==> src/rtl/rosc_odo_pkg.sv <==
// Shared definitions for the ring-oscillator odometer sequencer.
package rosc_odo_pkg;

  typedef enum logic [2:0] {
    IDLE,
    STRESS,
    SETTLE,
    MEAS,
    REPORT
  } state_t;

  localparam int SETTLE_CYC = 4;

endpackage

==> src/rtl/rosc_edge_counter.sv <==
// Synchronizes one asynchronous oscillator output and counts its rising edges,
// saturating at all-ones; ovf marks that at least one edge was dropped.
module rosc_edge_counter #(
  parameter int CNT_W = 16
) (
  input  logic             clk,
  input  logic             rst,
  input  logic             din,
  input  logic             clr,
  input  logic             en,
  output logic [CNT_W-1:0] count,
  output logic             ovf
);

  logic [1:0]       sync_reg;
  logic             prev_reg;
  logic [CNT_W-1:0] count_reg;
  logic             ovf_reg;
  logic             rise;

  assign rise  = sync_reg[1] & ~prev_reg;
  assign count = count_reg;
  assign ovf   = ovf_reg;

  always_ff @(posedge clk) begin
    if (rst) begin
      sync_reg  <= '0;
      prev_reg  <= 1'b0;
      count_reg <= '0;
      ovf_reg   <= 1'b0;
    end else begin
      sync_reg <= {sync_reg[0], din};
      prev_reg <= sync_reg[1];
      if (clr) begin
        count_reg <= '0;
        ovf_reg   <= 1'b0;
      end else if (en && rise) begin
        if (count_reg == {CNT_W{1'b1}}) ovf_reg <= 1'b1;
        else count_reg <= count_reg + CNT_W'(1);
      end
    end
  end

endmodule

==> src/rtl/rosc_odometer_sequencer.sv <==
// Stress/measure sequencer for a bank of ring oscillators: stresses the masked
// channels, then settles, measures and reports each masked channel in turn.
module rosc_odometer_sequencer
  import rosc_odo_pkg::*;
#(
  parameter int N_CH  = 3,
  parameter int CNT_W = 16,
  parameter int WIN_W = 16,
  parameter int DIV_W = 8,
  localparam int CH_W = (N_CH > 1) ? $clog2(N_CH) : 1
) (
  input  logic             clk,
  input  logic             rst,
  input  logic             start,
  input  logic             abort,
  input  logic             ac_dc,
  input  logic [N_CH-1:0]  ch_mask,
  input  logic [WIN_W-1:0] stress_len,
  input  logic [WIN_W-1:0] win_len,
  input  logic [DIV_W-1:0] clk_div,
  input  logic [N_CH-1:0]  rosc_out,
  output logic [N_CH-1:0]  en_power_rosc,
  output logic [N_CH-1:0]  en_rosc,
  output logic             meas_stress,
  output logic             ac_stress_clk,
  output logic [N_CH-1:0]  sel,
  output logic             busy,
  output logic             cnt_valid,
  output logic [CH_W-1:0]  cnt_ch,
  output logic [CNT_W-1:0] cnt_val,
  output logic             cnt_ovf,
  output logic             done
);

  state_t           state_reg, state_next;
  logic [WIN_W-1:0] timer_reg;
  logic [CH_W-1:0]  ch_reg, next_ch;
  logic             next_found;
  logic             ac_dc_reg, ac_clk_reg, done_reg;
  logic [N_CH-1:0]  mask_reg, ch_onehot;
  logic [WIN_W-1:0] stress_len_reg, win_len_reg;
  logic [DIV_W-1:0] clk_div_reg, div_cnt_reg;
  logic             stress_last, settle_last, meas_last, measuring, finish_run, accept;
  logic [CNT_W-1:0] count;
  logic             ovf;

  assign accept      = (state_reg == IDLE) && start && !abort;
  assign stress_last = (stress_len_reg == '0) || (timer_reg == stress_len_reg - WIN_W'(1));
  assign settle_last = (timer_reg == WIN_W'(SETTLE_CYC - 1));
  assign meas_last   = (timer_reg == win_len_reg - WIN_W'(1));
  assign measuring   = (state_reg == SETTLE) || (state_reg == MEAS) || (state_reg == REPORT);
  assign ch_onehot   = N_CH'(1) << ch_reg;

  // Lowest masked channel above the current one (or from 0 straight after stress).
  always_comb begin
    int search_from;
    next_found  = 1'b0;
    next_ch     = '0;
    search_from = (state_reg == REPORT) ? int'(ch_reg) + 1 : 0;
    for (int i = 0; i < N_CH; i++) begin
      if (!next_found && i >= search_from && mask_reg[i]) begin
        next_found = 1'b1;
        next_ch    = CH_W'(i);
      end
    end
  end

  always_comb begin
    state_next = state_reg;
    finish_run = 1'b0;
    case (state_reg)
      IDLE:   if (start) state_next = STRESS;
      STRESS: if (stress_last) begin
        state_next = next_found ? SETTLE : IDLE;
        finish_run = !next_found;
      end
      SETTLE: if (settle_last) state_next = (win_len_reg == '0) ? REPORT : MEAS;
      MEAS:   if (meas_last) state_next = REPORT;
      REPORT: begin
        state_next = next_found ? SETTLE : IDLE;
        finish_run = !next_found;
      end
      default: state_next = IDLE;
    endcase
    if (abort) begin
      state_next = IDLE;
      finish_run = 1'b0;
    end
  end

  always_ff @(posedge clk) begin
    if (rst) begin
      state_reg      <= IDLE;
      timer_reg      <= '0;
      ch_reg         <= '0;
      ac_dc_reg      <= 1'b0;
      ac_clk_reg     <= 1'b0;
      done_reg       <= 1'b0;
      mask_reg       <= '0;
      stress_len_reg <= '0;
      win_len_reg    <= '0;
      clk_div_reg    <= '0;
      div_cnt_reg    <= '0;
    end else begin
      state_reg <= state_next;
      timer_reg <= (state_next != state_reg || state_reg == IDLE) ? '0 : timer_reg + WIN_W'(1);
      done_reg  <= finish_run;
      if (accept) begin
        ac_dc_reg      <= ac_dc;
        mask_reg       <= ch_mask;
        stress_len_reg <= stress_len;
        win_len_reg    <= win_len;
        clk_div_reg    <= clk_div;
        ac_clk_reg     <= 1'b0;
        div_cnt_reg    <= '0;
      end else if (state_reg == STRESS) begin
        if (div_cnt_reg == clk_div_reg) begin
          div_cnt_reg <= '0;
          ac_clk_reg  <= ~ac_clk_reg;
        end else begin
          div_cnt_reg <= div_cnt_reg + DIV_W'(1);
        end
      end
      if (state_next == SETTLE && state_reg != SETTLE) ch_reg <= next_ch;
    end
  end

  always_comb begin
    en_power_rosc = '0;
    en_rosc       = '0;
    sel           = '0;
    meas_stress   = 1'b0;
    ac_stress_clk = 1'b0;
    cnt_valid     = 1'b0;
    cnt_ch        = '0;
    cnt_val       = '0;
    cnt_ovf       = 1'b0;
    busy          = (state_reg != IDLE);
    done          = done_reg;
    if (state_reg == STRESS) begin
      en_power_rosc = mask_reg;
      en_rosc       = mask_reg;
      ac_stress_clk = ac_dc_reg ? ac_clk_reg : 1'b1;
    end else if (measuring) begin
      en_power_rosc = ch_onehot;
      en_rosc       = ch_onehot;
      sel           = ch_onehot;
      meas_stress   = 1'b1;
    end
    if (state_reg == REPORT) begin
      cnt_valid = 1'b1;
      cnt_ch    = ch_reg;
      cnt_val   = count;
      cnt_ovf   = ovf;
    end
  end

  rosc_edge_counter #(.CNT_W(CNT_W)) u_counter (
    .clk   (clk),
    .rst   (rst),
    .din   (|(rosc_out & ch_onehot & {N_CH{measuring}})),
    .clr   (state_reg == SETTLE),
    .en    (state_reg == MEAS),
    .count (count),
    .ovf   (ovf)
  );

endmodule

==> config.mk <==
export PLATFORM = sky130hd
export DESIGN_NAME = rosc_odometer_sequencer
export DESIGN_NICKNAME = d
export VERILOG_FILES = /design/src/rtl/rosc_odo_pkg.sv /design/src/rtl/rosc_edge_counter.sv /design/src/rtl/rosc_odometer_sequencer.sv
export SDC_FILE = /design/constraint.sdc
export NUM_CORES = 1
export LEC_CHECK = 0
export ABC_AREA = 1
export BUFFER_PORTS_ARGS = -buffer_cell sky130_fd_sc_hd__buf_2
export CAP_MARGIN = 25
export CORE_UTILIZATION = 45
export DETAILED_ROUTE_END_ITERATION = 8
export PLACE_DENSITY = 0.65
export RECOVER_POWER = 100
export REMOVE_ABC_BUFFERS = 1
export SYNTH_ARGS = -nofsm -noshare
export SYNTH_HDL_FRONTEND = slang
export SYNTH_SLANG_ARGS = --single-unit
export TNS_END_PERCENT = 50
==> constraint.sdc <==
create_clock -name clk -period 4.4 [get_ports clk]
set_clock_uncertainty 0.2 [all_clocks]
set_input_delay 1.32 -clock clk [delete_from_list [all_inputs] [get_ports clk]]
set_output_delay 1.32 -clock clk [all_outputs]
set_load 0.01 [all_outputs]
# == After elaboration in Yosys (flattened, before gate mapping) ==
# Index checks and enable logic that the tools add are counted.
# classes
n_addsub,6
n_lt_le_gt_ge,3
eq_ne,12
shifts,1
n_mux,28
bitwise_logic,6
reduce_logical,29
# op_table
cell,n
"adder 16 x 1 -> 16 bit, second input constant",2
== test 16 bit,2
logical NOT 16 bit,2
"subtractor 16 x 1 -> 16 bit, second input constant",2
2-to-1 mux 3 bit,10
"== test 16 bit, second input constant",1
"== test 16 x 2 -> 1 bit, second input constant",1
2-to-1 mux 16 bit,1
case mux 3 bit (5 select lines),1
2-to-1 mux 1 bit,11
"== test 3 x 2 -> 1 bit, second input constant",3
logical AND 1 bit,9
"adder 8 x 1 -> 8 bit, second input constant",1
== test 8 bit,1
2-to-1 mux 8 bit,1
OR reduction 2 bit,4
bitwise AND 3 bit,2
"greater-or-equal comparator 1 x 3 -> 1 bit, first input constant",2
2-to-1 mux 2 bit,3
AND reduction 2 bit,3
logical NOT 1 bit,4
logical OR 1 bit,4
"adder 2 x 1 -> 3 bit, second input constant",1
"== test 3 x 1 -> 1 bit, second input constant",1
other kinds (11),13
# totals
ff_bits,95
inputBits,51
output_inout_bits,33

# == Logic depth before layout (Yosys ltp) ==
# logic_depth
word_depth,20
depth_mapped,20
ltp_nobuf,19

# == Modules after synthesis ==
# From an unflattened synthesis, not the netlist that was laid out.
# hier_totals
hier_cells,1000
hier_area_um2,6261.0
# modules_own_cells
module,instances,cells_each,area_each_um2,seq_area_each_um2
rosc_odometer_sequencer,1,829,5137.4,1501.4
rosc_edge_counter,1,171,1123.6,400.4

# == Worst setup path before layout ==
# Ideal clock, no wire load.
# synth_path
path_kind,register -> output
start,register state_reg[1]
end,output port en_rosc[0]
t_arrival_ns,1.525
slack_ns,1.355
path_stages_with_launch,9
cell_sequence,dfxtp_1 inv_1 nand2_1 nor2_2 inv_1 nand2_1 inv_1 o22ai_1 buf_4
# synth_via
elab_chain_cells,5
elab_cells_between_ends,8
cone_classes,4 x eq/ne; 2 x mux; 2 x reduce/logical
# synth_rtl
item,line_no,source
"start, declared",rosc_odometer_sequencer.sv:35,"state_t state_reg, state_next;"
"start signal, assigned",rosc_odometer_sequencer.sv:105,state_reg <= state_next;
== test 3 x 2 -> 1 bit,rosc_odometer_sequencer.sv:51,assign measuring = (state_reg == SETTLE) || (state_reg == MEAS) || (state_reg == REPORT);
logical OR 1 bit (2 in a row),rosc_odometer_sequencer.sv:51,
2-to-1 mux 3 bit,--,
2-to-1 mux 3 bit (*),--,
"end, declared",rosc_odometer_sequencer.sv:23,"output logic [N_CH-1:0] en_rosc,"
# Every way passes the cells marked *; elsewhere a longest branch is shown, timed or not.

# == Final worst setup path ==
# layout_path
start,register state_reg[1]
end,output port en_power_rosc[1]
# layout_via
elab_chain_cells,5
elab_cells_between_ends,8
cone_classes,4 x eq/ne; 2 x mux; 2 x reduce/logical
# layout_rtl
item,line_no,source
== test 3 x 2 -> 1 bit,rosc_odometer_sequencer.sv:51,
logical OR 1 bit (2 in a row),rosc_odometer_sequencer.sv:51,
2-to-1 mux 3 bit,rosc_odometer_sequencer.sv:144,end else if (measuring) begin
2-to-1 mux 3 bit (*),rosc_odometer_sequencer.sv:140,if (state_reg == STRESS) begin
"end, declared",rosc_odometer_sequencer.sv:22,"output logic [N_CH-1:0] en_power_rosc,"
# Marked as above.

==> results.toml <==
[outcome]
outcome = "finished clean"

[setup_path]
crit_top_cell = "inv_1"
worstPathRequired_ps = 2880
crit_type = "reg -> out"
cp_slowest_cell = "inv_1"
end_kind = "output port"
critPathArrivalTime_ps = 2380
cp_num_buf_inv = 4
critPathLaunchType = "flop"
crit_chain = "inv_1 > nand2_1 > nor2_1 > inv_1 > nand2_1 > inv_1 > o22ai_1 > clkbuf_1"
max_stage_delay_ps = 440
path_max_fanout = 22
critPathTopFamily = "buffers and inverters"

[floorplan]
start_util = 0.4696
pin_count = 84
floorplan.core_area_um2 = 12260
fp.dieH_um = 115.1
die_x_um = 115.1
dieArea_um2 = 13250
placementRows = 40

[grt]
antenna_found_initial = 0
grt_max_degree = 35
grt_overflow = 0
grt_usage = 0.2208
grt_pass1_vias = 4869
grt_pass1_wl_mm = 23.12

[timing]
worstMarginPinSlew_ps = 1208
rsz0062_at_grt = "false"
setup_viol = 0
maxSlewHeadroom = 0.1950
totalNegativeSetupSlack_ps = 0
min_period_ps = 3904
fmax_mhz = 256.1
finalHoldViolations = 0
period_share = 0.8873
final_max_slew_viol_count = 0

[finish]
nets = 1003
final_layout_size_suffix_gt1_frac = 0.09926
area_delta_synth_final_pct = 11.08
n_antenna_cell = 0
fillCellCount = 1323
final_util = 0.5216

[logic_synthesis]
ys_seq_elements = 95
ys_seq_area_frac = 0.3303
avgSynthCellArea_um2 = 6.566
yosysTopAreaCell = "dfxtp_1"
synth.top_cell.area_share = 0.3303
synth_area_leaders = "dfxtp_1 (33%), nand2_1 (12%), inv_1 (8.3%)"
synth_area_um2 = 5758
postSynthCellCount = 877
ys_warn_count = 0
ys_types = 43
synth_flop_cell = "dfxtp_1"
synth_edf_count = 0
async_flop_share = 0

[pwr]
cellPowerDensity_nw_per_um2 = 307.8
pwr-share-clk = 0.363
p_switching_mw = 0.5729
p_sw_frac = 0.2910
p_int_mw = 1.396
comb_power_share = 0.173
leakagePower_nw = 2.637
vdd_drop_max_mv = 0.2327
power_frac_seq = 0.464

[clocking]
cts_setup_buffers = 0
cts.sinks = 95
cts_tree = "yes"
cts_resized = 0
cts_buffer_depth = 2
path_clk_slew_ps = 60
clk_latency_ps = 350
cts_made_buffers = 9
postCtsHoldBufs = 0
root_buffer = "clkbuf_16"
htree_levels = 3

[detailed_routing]
viasPerCell = 4.851
drc = 0
postRouteAntennaNets = 0
wl_per_cell_um = 12.20
num_vias = 5409
drt-pass1-iter-count = 5
dr.first_iter.drc_count = 289
drt_wl_total_mm = 13.60

[hold_path]
min_path_type = "reg -> reg"

[job]
cap_violations = 0

[placement]
dp_hpwl_mm = 10.29
portBuffers = 83
gp_congestion = 0.8758
## logic make-up (layout without fill, tap and decap cells)
family / Yosys count / count (layout) / share of synthesized area
AND/OR/NAND/NOR: 434 / 434 / 0.3542
buffers and inverters: 165 / 235 / 0.1130
AO/OA/AOI/OAI: 133 / 133 / 0.1199
flip-flops: 95 / 95 / 0.3303
XOR/XNOR: 40 / 40 / 0.06084
adder cells (fa/ha/maj): 10 / 10 / 0.02173
## path summary, 6_finish.rpt
check / from / to / cells after the start / slack, ps
worst max register to register: win_len_reg[1]$_SDFFE_PP0P_ / timer_reg[7]$_SDFF_PP0_ / 15 / 1090
worst min register to register: u_counter.sync_reg[0]$_SDFF_PP0_ / u_counter.sync_reg[1]$_SDFF_PP0_ / 2 / 220
worst min-delay path: u_counter.sync_reg[0]$_SDFF_PP0_ / u_counter.sync_reg[1]$_SDFF_PP0_ / 2 / 220
worst max-delay path: state_reg[1]$_SDFF_PP0_ / en_power_rosc[1] / 8 / 500
## worst reg2reg max path, stage by stage (launching register included)
cell	delay [ps]
dfxtp_1	300
inv_1	120
ha_1	230
nand3_1	190
nor2_1	290
nand3b_1	160
xor2_1	180
nand2_1	60
nand2_1	50
nor2_1	120
nand2_1	110
nand2_1	70
nand3_1	120
nand3_2	90
nand3_1	520
nor3_1	400
## synth_stat cells (2+ instances only)
library cell and number:
nor3_1 22, nand2_2 3, nor3_2 12, nand3b_1 4, xnor2_1 11, nor2_4 4
a21oi_1 71, nand4_1 13, a211oi_1 3, ha_1 10, dfxtp_1 95, clkbuf_2 2
xor2_1 29, inv_1 127, buf_6 2, inv_2 5, o22ai_1 3, nor3b_1 3
nor2_2 12, buf_4 3, nand3_4 2, and2_1 2, nor4_1 10, nand3_2 4
clkbuf_1 22, nand2_1 190, nand3_1 60, nor2_1 88, buf_2 2, o21ai_0 50
## per-layer routing
layer / global-route usage / wire length [um] / up-vias
li1: - / - / 2931
met1: 0.3104 / 7104 / 2385
met2: 0.3438 / 5856 / 89
met3: 0.05166 / 551 / 4
met4: 0.04762 / 89 / 0
met5: 0 / 0 / -
## per-stage QoR
step	worst slack [ps]	cells	hold slack, ps	total power [mW]	area (um^2)
finish	495.9	1115	221.4	1.969	6396
global route	220.7	1115	267.8	2.080	6396
CTS	695.9	1115	220.1	1.997	6518
detailed placement	956.2	1099	208.7	1.280	6257
global placement	1070	1099	198.1	1.276	6257
floorplan	806.4	845	188.3	1.186	5607
## placed cells by master (no fill, tap or decap), types with 2 or more instances in the layout
master	n
nand2_1	190
inv_1	127
dfxtp_1	95
nor2_1	91
a21oi_1	71
nand3_1	64
o21ai_0	50
buf_2	49
clkbuf_1	41
xor2_1	29
nor3_1	27
nand4_1	13
xnor2_1	11
nor4_1	10
nor2_2	10
ha_1	10
clkbuf_16	9
nor3_2	7
inv_2	5
nand3b_1	4
nor3b_1	3
a211oi_1	3
o22ai_1	3
nor2_4	3
nand2_2	3
and2_1	2
clkinvlp_4	2
## cell type report
cell class                 count  area, um^2  share of cell area
inverter                     133       499.2             0.07805
clock inverter                 3       20.02            0.003130
timing repair buffer          86       384.1             0.06005
tap                          168       210.2             0.03286
clock buffer                  13       240.2             0.03756
sequential                    95        1902              0.2973
multi-input combinational    617        3141              0.4910
## power by group through the flow
stage / logic (mW) / clock network (mW) / registers, mW
final: 0.340 / 0.715 / 0.913
after global routing: 0.395 / 0.768 / 0.917
after CTS: 0.349 / 0.735 / 0.913
after detailed placement: 0.347 / 0 / 0.932
after global placement: 0.344 / 0 / 0.933
after floorplan: 0.259 / 0 / 0.926
(Power assumes the default switching activity.)
